### config.mk
export PLATFORM = sky130hd
export DESIGN_NAME = ex_mem_pipe_reg
export DESIGN_NICKNAME = d
export VERILOG_FILES = /design/src/rtl/ex_mem_pipe_reg.sv
export SDC_FILE = /design/constraint.sdc
export NUM_CORES = 1
export LEC_CHECK = 0
export BUFFER_PORTS_ARGS = -buffer_cell sky130_fd_sc_hd__buf_4
export CAP_MARGIN = 30
export CORE_AREA = 10 10 112 114
export CTS_CLUSTER_DIAMETER = 200
export DETAILED_ROUTE_END_ITERATION = 8
export DIE_AREA = 0 0 122 124
export HOLD_SLACK_MARGIN = 0.08
export MAX_ROUTING_LAYER = met4
export PLACE_DENSITY = 0.79
export SLEW_MARGIN = 0
export SYNTH_ARGS = -nofsm -noshare
export SYNTH_HDL_FRONTEND = slang
export SYNTH_SLANG_ARGS = --single-unit
export TNS_END_PERCENT = 50
### constraint.sdc
create_clock -name clk -period 2.2 [get_ports clk]
set_clock_uncertainty 0.05 [all_clocks]
set_input_delay 0.44 -clock clk [delete_from_list [all_inputs] [get_ports clk]]
set_output_delay 0.44 -clock clk [all_outputs]
set_load 0.05 [all_outputs]
### src/rtl/ex_mem_pipe_reg.sv
// EX/MEM pipeline register: captures ALU output, decodes MEM strobes, checks alignment, drives EX->EX forward tap.
// Optional macro EX_MEM_PERF_CNT_EN adds saturating stall/bubble/misalign performance counters.
module ex_mem_pipe_reg #(
    parameter int XLEN      = 32,
    parameter int RF_ADDR_W = 5
) (
    input  logic                 clk,
    input  logic                 rst,
    input  logic                 ex_valid,
    input  logic                 stall,
    input  logic                 flush,
    input  logic [XLEN-1:0]      alu_result,
    input  logic [XLEN-1:0]      store_data,
    input  logic [XLEN-1:0]      pc_plus4,
    input  logic [RF_ADDR_W-1:0] rd_addr,
    input  logic [6:0]           opcode,
    input  logic [2:0]           func3,
    input  logic                 carry_flag,
    input  logic                 zero_flag,
    input  logic                 negative_flag,
    input  logic                 overflow_flag,
    output logic                 mem_valid,
    output logic [XLEN-1:0]      mem_alu_result,
    output logic [XLEN-1:0]      mem_store_data,
    output logic [XLEN-1:0]      mem_pc_plus4,
    output logic [RF_ADDR_W-1:0] mem_rd_addr,
    output logic [2:0]           mem_func3,
    output logic [3:0]           mem_flags,
    output logic                 mem_reg_write,
    output logic                 mem_mem_read,
    output logic                 mem_mem_write,
    output logic [1:0]           mem_wb_sel,
    output logic                 mem_misaligned,
`ifdef EX_MEM_PERF_CNT_EN
    output logic [31:0]          perf_stall_cnt,
    output logic [31:0]          perf_bubble_cnt,
    output logic [15:0]          perf_misalign_cnt,
`endif
    output logic                 fwd_valid,
    output logic [RF_ADDR_W-1:0] fwd_rd_addr,
    output logic [XLEN-1:0]      fwd_data
);

    localparam logic [6:0] OP_LOAD   = 7'b0000011;
    localparam logic [6:0] OP_STORE  = 7'b0100011;
    localparam logic [6:0] OP_RTYPE  = 7'b0110011;
    localparam logic [6:0] OP_IALU   = 7'b0010011;
    localparam logic [6:0] OP_LUI    = 7'b0110111;
    localparam logic [6:0] OP_AUIPC  = 7'b0010111;
    localparam logic [6:0] OP_JAL    = 7'b1101111;
    localparam logic [6:0] OP_JALR   = 7'b1100111;

    localparam logic [1:0] WB_ALU = 2'b00;
    localparam logic [1:0] WB_MEM = 2'b01;
    localparam logic [1:0] WB_PC4 = 2'b10;

    typedef struct packed {
        logic                 valid;
        logic [XLEN-1:0]      alu;
        logic [XLEN-1:0]      sdata;
        logic [XLEN-1:0]      pc4;
        logic [RF_ADDR_W-1:0] rd;
        logic [2:0]           f3;
        logic [3:0]           flags;
        logic                 reg_write;
        logic                 mem_read;
        logic                 mem_write;
        logic [1:0]           wb_sel;
        logic                 misaligned;
    } ex_mem_t;

    ex_mem_t cur, nxt;

    logic is_load, is_store, is_alu, is_jump, is_mem, misalign;

    always_comb begin
        is_load  = (opcode == OP_LOAD);
        is_store = (opcode == OP_STORE);
        is_alu   = (opcode == OP_RTYPE) || (opcode == OP_IALU) ||
                   (opcode == OP_LUI)   || (opcode == OP_AUIPC);
        is_jump  = (opcode == OP_JAL)   || (opcode == OP_JALR);
        is_mem   = is_load || is_store;
    end

    // Size code 11 has no legal access in RV32, so it traps like a misaligned one.
    always_comb begin
        misalign = 1'b0;
        if (is_mem) begin
            case (func3[1:0])
                2'b01:   misalign = alu_result[0];
                2'b10:   misalign = (alu_result[1:0] != 2'b00);
                2'b11:   misalign = 1'b1;
                default: misalign = 1'b0;
            endcase
        end
    end

    // A non-valid EX slot decodes to an all-zero bubble.
    always_comb begin
        nxt = '0;
        if (ex_valid) begin
            nxt.valid      = 1'b1;
            nxt.alu        = alu_result;
            nxt.sdata      = store_data;
            nxt.pc4        = pc_plus4;
            nxt.rd         = rd_addr;
            nxt.f3         = func3;
            nxt.flags      = {carry_flag, zero_flag, negative_flag, overflow_flag};
            nxt.misaligned = misalign;
            nxt.mem_read   = is_load && !misalign;
            nxt.mem_write  = is_store && !misalign;
            nxt.reg_write  = (is_load || is_alu || is_jump) && !misalign &&
                             (rd_addr != '0);
            if (is_load)
                nxt.wb_sel = WB_MEM;
            else if (is_jump)
                nxt.wb_sel = WB_PC4;
            else
                nxt.wb_sel = WB_ALU;
        end
    end

    always_ff @(posedge clk) begin
        if (rst)
            cur <= '0;
        else if (flush)
            cur <= '0;
        else if (!stall)
            cur <= nxt;
    end

    always_comb begin
        mem_valid      = cur.valid;
        mem_alu_result = cur.alu;
        mem_store_data = cur.sdata;
        mem_pc_plus4   = cur.pc4;
        mem_rd_addr    = cur.rd;
        mem_func3      = cur.f3;
        mem_flags      = cur.flags;
        mem_reg_write  = cur.reg_write;
        mem_mem_read   = cur.mem_read;
        mem_mem_write  = cur.mem_write;
        mem_wb_sel     = cur.wb_sel;
        mem_misaligned = cur.misaligned;
    end

    // Load data only exists after MEM, so loads never feed the tap.
    always_comb begin
        fwd_valid   = cur.valid && cur.reg_write && (cur.wb_sel != WB_MEM);
        fwd_rd_addr = cur.rd;
        fwd_data    = (cur.wb_sel == WB_PC4) ? cur.pc4 : cur.alu;
    end

`ifdef EX_MEM_PERF_CNT_EN
    logic ev_stall, ev_bubble, ev_misalign;

    always_comb begin
        ev_stall    = stall && !flush;
        ev_bubble   = flush || (!stall && !ex_valid);
        ev_misalign = !flush && !stall && ex_valid && misalign;
    end

    always_ff @(posedge clk) begin
        if (rst) begin
            perf_stall_cnt    <= '0;
            perf_bubble_cnt   <= '0;
            perf_misalign_cnt <= '0;
        end else begin
            if (ev_stall && (perf_stall_cnt != '1))
                perf_stall_cnt <= perf_stall_cnt + 32'd1;
            if (ev_bubble && (perf_bubble_cnt != '1))
                perf_bubble_cnt <= perf_bubble_cnt + 32'd1;
            if (ev_misalign && (perf_misalign_cnt != '1))
                perf_misalign_cnt <= perf_misalign_cnt + 16'd1;
        end
    end
`endif

endmodule

==> flow_summary.ini <==
[run_status]
status = finished with violations
violations = setup timing

[yosys]
synth-compound-area-share_pct = 20.7
synth_cell_types = 26
synth-seq-cells = 115
synth_commonest_cells = 115 x dfxtp_1, 113 x nor2_1, 108 x a22oi_1, 38 x clkbuf_1, 32 x mux2_2
synth_edf_count = 0
synth-simple-area-share_pct = 12.4
syn_nets = 567
synthTopCellsByArea = dfxtp_1 54%, a22oi_1 19%, nor2_1 9.9%
netlist_area_um2 = 4280
yosysTopAreaCell = dfxtp_1
synth_area_per_cell_um2 = 9.58
yosys_warnings = 0
syn_inst = 447
synth_xor_area_share_pct = 0
synth_mux_area_share_pct = 8.41
yosysMostFrequentCell = dfxtp_1
synth_fa_ha_area_share_pct = 0
synth_top_family_by_area = compound AO/OA/AOI/OAI gates
synth.top_cell.area_share_pct = 53.7
synth_ff_type = dfxtp_1
ys_seq_area_share_pct = 53.7
async_flop_share_pct = 0

[final_layout]
drive_above_1_share_pct = 49.4
area_growth_pct = 72.6
stdcell_area_um2 = 7400
fill_cells = 763
nets = 831
fin_util_pct = 72.3
diodes = 0

[placed_design]
hpwl_um = 12200
place_area_um2 = 6400
io_buffers = 272
gp_congestion = 0.812

[cts]
cts_sinks = 115
cts_tree = yes
clock_path_buffers = 2
clk_latency_ns = 0.49
cts-htree-levels = 4
cts_buffers = 17
path_clk_slew_ns = 0.06
cts_root_buf = clkbuf_8
hold_buffers = 0

[routing]
route.detailed.drc = 0
antenna_left = 0
drt-initial-drc-count = 430
vias = 4526
wl_per_cell_um = 20.3
avgViaCountPerCell = 5.26
first_pass_iters = 5
routed_wl_um = 17400

[sta]
slew_headroom_pct = 62.7
finalCriticalPeriod_ns = 2.26
post-route-period-util_pct = 103
setup_ws_ns = -0.0645
setup_viol_count_final = 32
final-max-slew-violation-count = 0
final.setup.tns_ns = -1.52
fmax_mhz = 442
hold_ws_ns = 0.125
finalHoldViolations = 0
tightest_slew_ns = 0.560
grt_setup_unrepaired = true

[worst_hold_path]
worstHoldStart = alu_result[12]
whs_path_depth = 3
hp-class = in -> reg

[die]
die_area_um2 = 15100
fp.dieW_um = 122
die-height_um = 124
initial_utilization_pct = 41.9
rows = 37
core_um2 = 10200
ioPinCount = 273

[setup_path]
endpoint_kind = primary output
path_cells = nor2_4, buf_6, clkbuf_16, mux2_2, buf_6
cp.arrival_ns = 1.77
r2r_start = mem_wb_sel[1]$_SDFFE_PP0N_
startpoint_type = register
cp_max_fo = 4
reg2reg_depth = 4
cp-startpoint = mem_wb_sel[0]$_SDFFE_PP0N_
required_ns = 1.71
critPathMaxStageDelay_ns = 0.35
critPathKind = reg -> out
cpMostUsedCell = buf_6
slowest_stage = dfxtp_2

[global_routing]
grt_max_degree = 63
antenna_found_initial = 0
grtUsageTotal_pct = 21.3
grt_pass1_vias = 4714
grt_overflow = 0
grt_pass1_wl_um = 24900

[pwr]
p_total_mw = 5.51
leakagePower_nw = 3.31
peakVddDrop_mv = 0.398
power.density_nw_per_um2 = 745

[job]
maxCapViolations = 0
==> critical path, delay by kind of cell (launching register included) <==
family                 cells  cell delay, ns
buffers and inverters      3            0.44
flip-flops                 1            0.35
multiplexers               1            0.34
AND/OR/NAND/NOR            1            0.16
==> where the power goes <==
group	switching [mW]	leakage, nW	internal [mW]
clock network	0.918	0.275	1.75
logic	0.401	2.10	0.292
registers	0.0317	0.932	2.13
total	1.35	3.31	4.16
==> stage by stage <==
step	setup slack, ns	std cells
finish	-0.0645	860
global route	-0.138	860
CTS	-0.114	856
detailed placement	0.310	818
global placement	0.307	818
floorplan	0.0380	447
==> state kept, by name, indices dropped and copies added, names as in the netlist, 2 cells and up <==
name	count
fwd_rd_addr	5
mem_alu_result	32
mem_flags	4
mem_func3	3
mem_pc_plus4	32
mem_store_data	32
mem_wb_sel	2
==> timing repair <==
action | CTS | global route
endpoints found under the hold margin | 0 | 0
gates cloned | 1 | 2
gates resized for setup | 43 | 36
setup endpoints to repair | 32 | 32
pin swaps | 0 | 1
buffers inserted | 5 | 2
==> worst paths after layout <==
| kind | slack (ns) | to |
|---|---|---|
| hold reg to reg | 0.43 | mem_misaligned$_SDFFE_PP0N_ |
| hold / removal | 0.12 | mem_alu_result[12]$_SDFFE_PP0N_ |
| setup / recovery | -0.06 | fwd_data[2] |
| setup reg to reg | 1.32 | mem_wb_sel[1]$_SDFFE_PP0N_ |
==> cell families (layout without fill, tap and decap cells) <==
kind of cell | count (synthesis) | count (layout)
simple gates | 131 | 131
compound gates | 121 | 121
flops | 115 | 115
buf+inv | 48 | 325
mux | 32 | 32
==> cells in the final DEF (no fill, tap or decap), types with 2 or more instances in the layout <==
master / Yosys / final
nor3_1: 3 / 3
buf_8: 0 / 17
clkbuf_16: 0 / 18
buf_12: 0 / 3
nand2_1: 4 / 4
mux2_4: 0 / 18
buf_6: 0 / 18
buf_4: 5 / 250
clkinvlp_4: 0 / 3
dfxtp_2: 0 / 2
o21ai_0: 2 / 2
clkbuf_1: 38 / 4
dfxtp_1: 115 / 113
clkinv_2: 0 / 4
bufinv_16: 0 / 3
a21oi_1: 7 / 7
nand3_1: 3 / 3
a22oi_1: 108 / 108
mux2_2: 32 / 14
clkbuf_8: 0 / 2
nor2_1: 113 / 112
==> final cells by class <==
cell class	instances	area, µm²	share of cell area [%]
inverters	2	7.51	0.102
flip-flops and latches	115	2300	31.2
well taps	136	170	2.30
clock inverters	10	133	1.79
multi-input cells	284	1870	25.2
repair buffers	291	2470	33.4
clock buffers	22	443	5.99
==> layer usage <==
layer  part of all wire (%)  GRT usage, %  vias to the layer above
met3                    7.2          5.88                       22
met5                      0             -                        -
met2                     53          37.5                      207
met1                     38          22.4                     2176
met4                    1.9          7.90                        0
li1                       -             -                     2121
(Power assumes the default switching activity.)
